`src/rtl/sd122_arb_pkg.sv`:
```
// Shared types and constants for the 4-way round-robin mux arbiter.
package sd122_arb_pkg;

    localparam int unsigned NUM_REQ = 4;
    localparam int unsigned SEL_W   = 2;

    typedef enum logic {
        ST_IDLE  = 1'b0,
        ST_GRANT = 1'b1
    } state_e;

endpackage

```
`src/rtl/rr_pick4.sv`:
```
// Combinational rotate-priority picker: first set bit of req searching from ptr upward, mod 4.
module rr_pick4
    import sd122_arb_pkg::*;
(
    input  logic [NUM_REQ-1:0] req,
    input  logic [SEL_W-1:0]   ptr,
    output logic               any,
    output logic [SEL_W-1:0]   idx,
    output logic [NUM_REQ-1:0] onehot
);

    logic [SEL_W-1:0] cand;

    always_comb begin
        any    = |req;
        idx    = '0;
        onehot = '0;
        cand   = '0;
        // Walk from the lowest priority back to ptr so the closest requester wins last.
        for (int k = NUM_REQ - 1; k >= 0; k--) begin
            cand = ptr + SEL_W'(k);
            if (req[cand]) begin
                idx = cand;
            end
        end
        if (any) begin
            onehot[idx] = 1'b1;
        end
    end

endmodule

```
`src/rtl/rr_mux_arbiter_4x1.sv`:
```
// Round-robin arbiter sharing one N-bit 4:1 mux among four requesters, with a hold limit
// that forces a hand-over when another requester is waiting.
module rr_mux_arbiter_4x1
    import sd122_arb_pkg::*;
#(
    parameter int unsigned N        = 4,
    parameter int unsigned MAX_HOLD = 8
) (
    input  logic               clk,
    input  logic               rst_n,
    input  logic [NUM_REQ-1:0] req,
    input  logic [N-1:0]       in0,
    input  logic [N-1:0]       in1,
    input  logic [N-1:0]       in2,
    input  logic [N-1:0]       in3,
    output logic [NUM_REQ-1:0] gnt,
    output logic [SEL_W-1:0]   sel,
    output logic [N-1:0]       out_data,
    output logic               out_valid
);

    localparam logic [7:0] HoldLast = 8'(MAX_HOLD - 1);

    state_e             state_q, state_d;
    logic [SEL_W-1:0]   ptr_q, ptr_d;
    logic [SEL_W-1:0]   sel_q, sel_d;
    logic [NUM_REQ-1:0] gnt_q, gnt_d;
    logic [7:0]         hold_q, hold_d;
    logic [N-1:0]       data_q, data_d;
    logic               valid_q, valid_d;

    logic [NUM_REQ-1:0] others;
    logic [NUM_REQ-1:0] pick_req;
    logic               pick_any;
    logic [SEL_W-1:0]   pick_idx;
    logic [NUM_REQ-1:0] pick_onehot;
    logic               cur_req;
    logic               at_limit;
    logic               release_now;
    logic               timeout_now;
    logic [N-1:0]       mux_data;

    always_comb begin
        others         = req;
        others[sel_q]  = 1'b0;
        cur_req        = req[sel_q];
        at_limit       = (hold_q == HoldLast);
        release_now    = ~cur_req;
        timeout_now    = at_limit && (|others);
        // While granted, the holder is masked so a timed-out requester cannot win itself back.
        pick_req       = (state_q == ST_GRANT) ? others : req;
    end

    rr_pick4 u_pick (
        .req    (pick_req),
        .ptr    (ptr_q),
        .any    (pick_any),
        .idx    (pick_idx),
        .onehot (pick_onehot)
    );

    always_comb begin
        state_d = state_q;
        ptr_d   = ptr_q;
        sel_d   = sel_q;
        gnt_d   = gnt_q;
        hold_d  = hold_q;

        unique case (state_q)
            ST_IDLE: begin
                if (pick_any) begin
                    state_d = ST_GRANT;
                    gnt_d   = pick_onehot;
                    sel_d   = pick_idx;
                    hold_d  = '0;
                    ptr_d   = pick_idx + 1'b1;
                end
            end
            ST_GRANT: begin
                if (release_now || timeout_now) begin
                    if (pick_any) begin
                        gnt_d  = pick_onehot;
                        sel_d  = pick_idx;
                        hold_d = '0;
                        ptr_d  = pick_idx + 1'b1;
                    end else begin
                        state_d = ST_IDLE;
                        gnt_d   = '0;
                        sel_d   = '0;
                        hold_d  = '0;
                    end
                end else if (!at_limit) begin
                    hold_d = hold_q + 8'd1;
                end
            end
            default: ;
        endcase
    end

    always_comb begin
        unique case (sel_q)
            2'd0:    mux_data = in0;
            2'd1:    mux_data = in1;
            2'd2:    mux_data = in2;
            default: mux_data = in3;
        endcase
        valid_d = (state_q == ST_GRANT) && cur_req;
        data_d  = valid_d ? mux_data : data_q;
    end

    always_ff @(posedge clk or negedge rst_n) begin
        if (!rst_n) begin
            state_q <= ST_IDLE;
            ptr_q   <= '0;
            sel_q   <= '0;
            gnt_q   <= '0;
            hold_q  <= '0;
            data_q  <= '0;
            valid_q <= 1'b0;
        end else begin
            state_q <= state_d;
            ptr_q   <= ptr_d;
            sel_q   <= sel_d;
            gnt_q   <= gnt_d;
            hold_q  <= hold_d;
            data_q  <= data_d;
            valid_q <= valid_d;
        end
    end

    assign gnt       = gnt_q;
    assign sel       = sel_q;
    assign out_data  = data_q;
    assign out_valid = valid_q;

endmodule

```
`config.mk`:
```
export PLATFORM = sky130hd
export DESIGN_NAME = rr_mux_arbiter_4x1
export DESIGN_NICKNAME = d
export VERILOG_FILES = /design/src/rtl/sd122_arb_pkg.sv /design/src/rtl/rr_pick4.sv /design/src/rtl/rr_mux_arbiter_4x1.sv
export SDC_FILE = /design/constraint.sdc
export NUM_CORES = 1
export LEC_CHECK = 0
export ABC_AREA = 1
export BUFFER_PORTS_ARGS = -buffer_cell sky130_fd_sc_hd__buf_2
export CORE_MARGIN = 2
export CORE_UTILIZATION = 53
export CTS_CLUSTER_DIAMETER = 80
export CTS_CLUSTER_SIZE = 16
export DETAILED_ROUTE_END_ITERATION = 7
export MAX_ROUTING_LAYER = met4
export PLACE_DENSITY = 0.79
export REMOVE_ABC_BUFFERS = 1
export SLEW_MARGIN = 20
export SYNTH_ARGS = -nofsm -noshare
export SYNTH_HDL_FRONTEND = slang
export SYNTH_SLANG_ARGS = --single-unit
export TNS_END_PERCENT = 50
```
`constraint.sdc`:
```
create_clock -name clk -period 2.3 [get_ports clk]
set_input_delay 0.46 -clock clk [delete_from_list [all_inputs] [get_ports clk]]
set_output_delay 0.46 -clock clk [all_outputs]
set_load 0.01 [all_outputs]
```
==> results.json <==
{
  "status": "finished, final reports clean",
  "dp_slack_ns": 0.410,
  "yosys.cell_types.count": 27,
  "wl_met1_mm": 1.42,
  "nNetsFinal": 263,
  "cts_resized": 0,
  "wl_mm": 2.97,
  "clk_path_buf_depth": 2,
  "hp-class": "in2async",
  "drv_slew": 0,
  "netlist_instances": 204,
  "cts_buffers": 3,
  "start_util_pct": 57.0,
  "period_share_pct": 81.8,
  "first_pass_iters": 4,
  "ys_seq_area_share_pct": 38.0,
  "path_class": "reg2reg",
  "die_area_um2": 3170,
  "vias_per_cell": 5.30,
  "htreeDepth": 1,
  "grt_overflow": 0,
  "netlist_area_um2": 1450,
  "fp.dieH_um": 56.3,
  "die_width_um": 56.3,
  "fin_skew_ns": 0.00500,
  "post_cts_buffers": 0,
  "finalSetupViolations": 0,
  "cts-hold-fix-buffers": 0,
  "cp_data_required_time_ns": 2.54,
  "relSlewSlack_pct": 68.4,
  "ys_ff_latch": 22,
  "crit_fanout": 5,
  "finalCriticalPeriod_ns": 1.88,
  "final_util_pct": 65.2,
  "power.leakage_uw": 0.000922,
  "rsz0062_at_grt": "no",
  "drcViolationCount": 0,
  "wl_met3_um": 107,
  "top_layer_used": "met4",
  "layout_common_cells": "70 x nand2_1, 32 x buf_2, 24 x nand3_1, 22 x inv_1, 22 x dfrtp_1",
  "worst_pin_slew_ns": 0.474,
  "cts_root_buf": "clkbuf_4",
  "max_freq_mhz": 531,
  "hold_viol": 0,
  "cts_tree": "built",
  "grt_max_degree": 23,
  "fin_ws_ns": 0.418,
  "vias": 1421,
  "postSynthAreaPerCell_um2": 7.11,
  "p_per_area_nw_per_um2": 1250,
  "num_io_pins": 33,
  "rows": 18,
  "wl_met2_mm": 1.43,
  "grt_first_pass_wirelength_mm": 5.73,
  "io_buffers": 32,
  "antenna_found_initial": 0,
  "peakVddDrop_v": 0.00105,
  "cts.clk_slew.worst_paths_ns": 0.11,
  "clkLatencyLatePin_ns": 0.30,
  "gp_congestion": 0.889,
  "endpoint_kind": "flop",
  "drive_above_1_share_pct": 21.4,
  "hpwl_mm": 2.47,
  "track_usage_pct": 22.6,
  "cp.arrival_ns": 2.12,
  "grt_pass1_vias": 1379,
  "post_drt_wl_per_cell_um": 11.1,
  "layout_commonest_cell": "nand2_1",
  "antenna_left": 0,
  "yosys_warnings": 0,
  "max-cap-violations": 0,
  "antenna_cells": 0,
  "area.growth.synth_to_final_pct": 14.4,
  "cts_sinks": 22,
  "start_kind": "flop",
  "tns_ns": 0,
  "p_total_uw": 2080,
  "core_um2": 2540,
  "first_iter_violations": 48
}
[flip-flops by register name (all words and copies together) (netlist names)]
name,count
ptr_q,2
gnt,4
out_valid,1
state_q,1
hold_q,8
out_data,4
sel,2
[kinds of logic after synthesis]
| logic type | share of synthesized area (%) |
|---|---|
| adder cells (fa/ha/maj) | 0.863 |
| AO/OA/AOI/OAI | 11.1 |
| XOR/XNOR | 1.21 |
| flip-flops | 38.0 |
| buffers and inverters | 7.42 |
| AND/OR/NAND/NOR | 41.4 |
[critical path: stages (launching register included)]
cell     delay (ns)
dfrtp_1        0.40
ha_1           0.25
nand2_1        0.09
nor3_1         0.13
nand4_1        0.15
nor2_1         0.20
nor2_4         0.08
nor2_4         0.13
inv_1          0.07
nor2_1         0.14
nand2_1        0.09
nand3_1        0.08
[layer usage]
metal | track usage [%] | vias to the layer above
li1 | - | 741
met1 | 30.5 | 654
met2 | 35.8 | 21
met3 | 5.07 | 5
met4 | 3.40 | 0
met5 | - | -
[path summary, 6_finish.rpt]
path                              from     endpoint  slack (ns)  cells after the start
max reg2reg                  hold_q[0]     ptr_q[1]        0.42                     11
min reg2reg                out_data[0]  out_data[0]        0.49                      2
min in group clk                in1[0]  out_data[0]        0.46                      3
max in group asynchronous        rst_n     ptr_q[0]        1.87                      1
max                          hold_q[0]     ptr_q[1]        0.42                     11
min                              rst_n    hold_q[6]         0.1                      1
[per-stage QoR]
stage          instances  hold slack [ns]  instance area (µm²)
2_1_floorplan        203            0.164                 1440
3_3_place_gp         265            0.447                 1640
3_5_place_dp         265            0.449                 1640
4_1_cts              268            0.107                 1660
5_1_grt              268            0.118                 1660
6_report             268           0.0980                 1660
[synthesized netlist by cell type]
master / count / area [µm²]
a221oi_1: 4 / 35.0
nor2_8: 1 / 20.0
xor2_1: 2 / 17.5
nand2_1: 70 / 263
o21a_1: 1 / 7.51
inv_1: 22 / 82.6
ha_1: 1 / 12.5
inv_2: 2 / 7.51
nand4_2: 1 / 12.5
o21bai_1: 1 / 7.51
nand2_4: 1 / 11.3
nand4_1: 7 / 43.8
nand2_2: 1 / 6.26
o21ai_2: 3 / 26.3
dfrtp_1: 22 / 551
inv_4: 1 / 6.26
nor4_1: 1 / 6.26
nor2_1: 13 / 48.8
o21ai_1: 2 / 10.0
nand3_1: 24 / 120
nor2_4: 3 / 33.8
nand3b_1: 1 / 7.51
buf_6: 1 / 11.3
nand3_2: 1 / 10.0
nor3_1: 1 / 5.00
or2_2: 2 / 12.5
o21ai_0: 15 / 75.1
[area by class of cell]
class	count	area, µm²
Multi-Input combinational cell	156	792
Timing Repair Buffer	32	160
Inverter	25	96.3
Clock buffer	3	22.5
Tap cell	30	37.5
Fill cell	248	886
Sequential cell	22	551
[power breakdown]
group | internal, µW | switching [µW] | total [µW]
combinational | 450 | 827 | 1280
clock | 61.1 | 102 | 163
sequential | 522 | 114 | 636
total | 1030 | 1040 | 2080
Note: power is estimated with default switching activity, not from simulation.
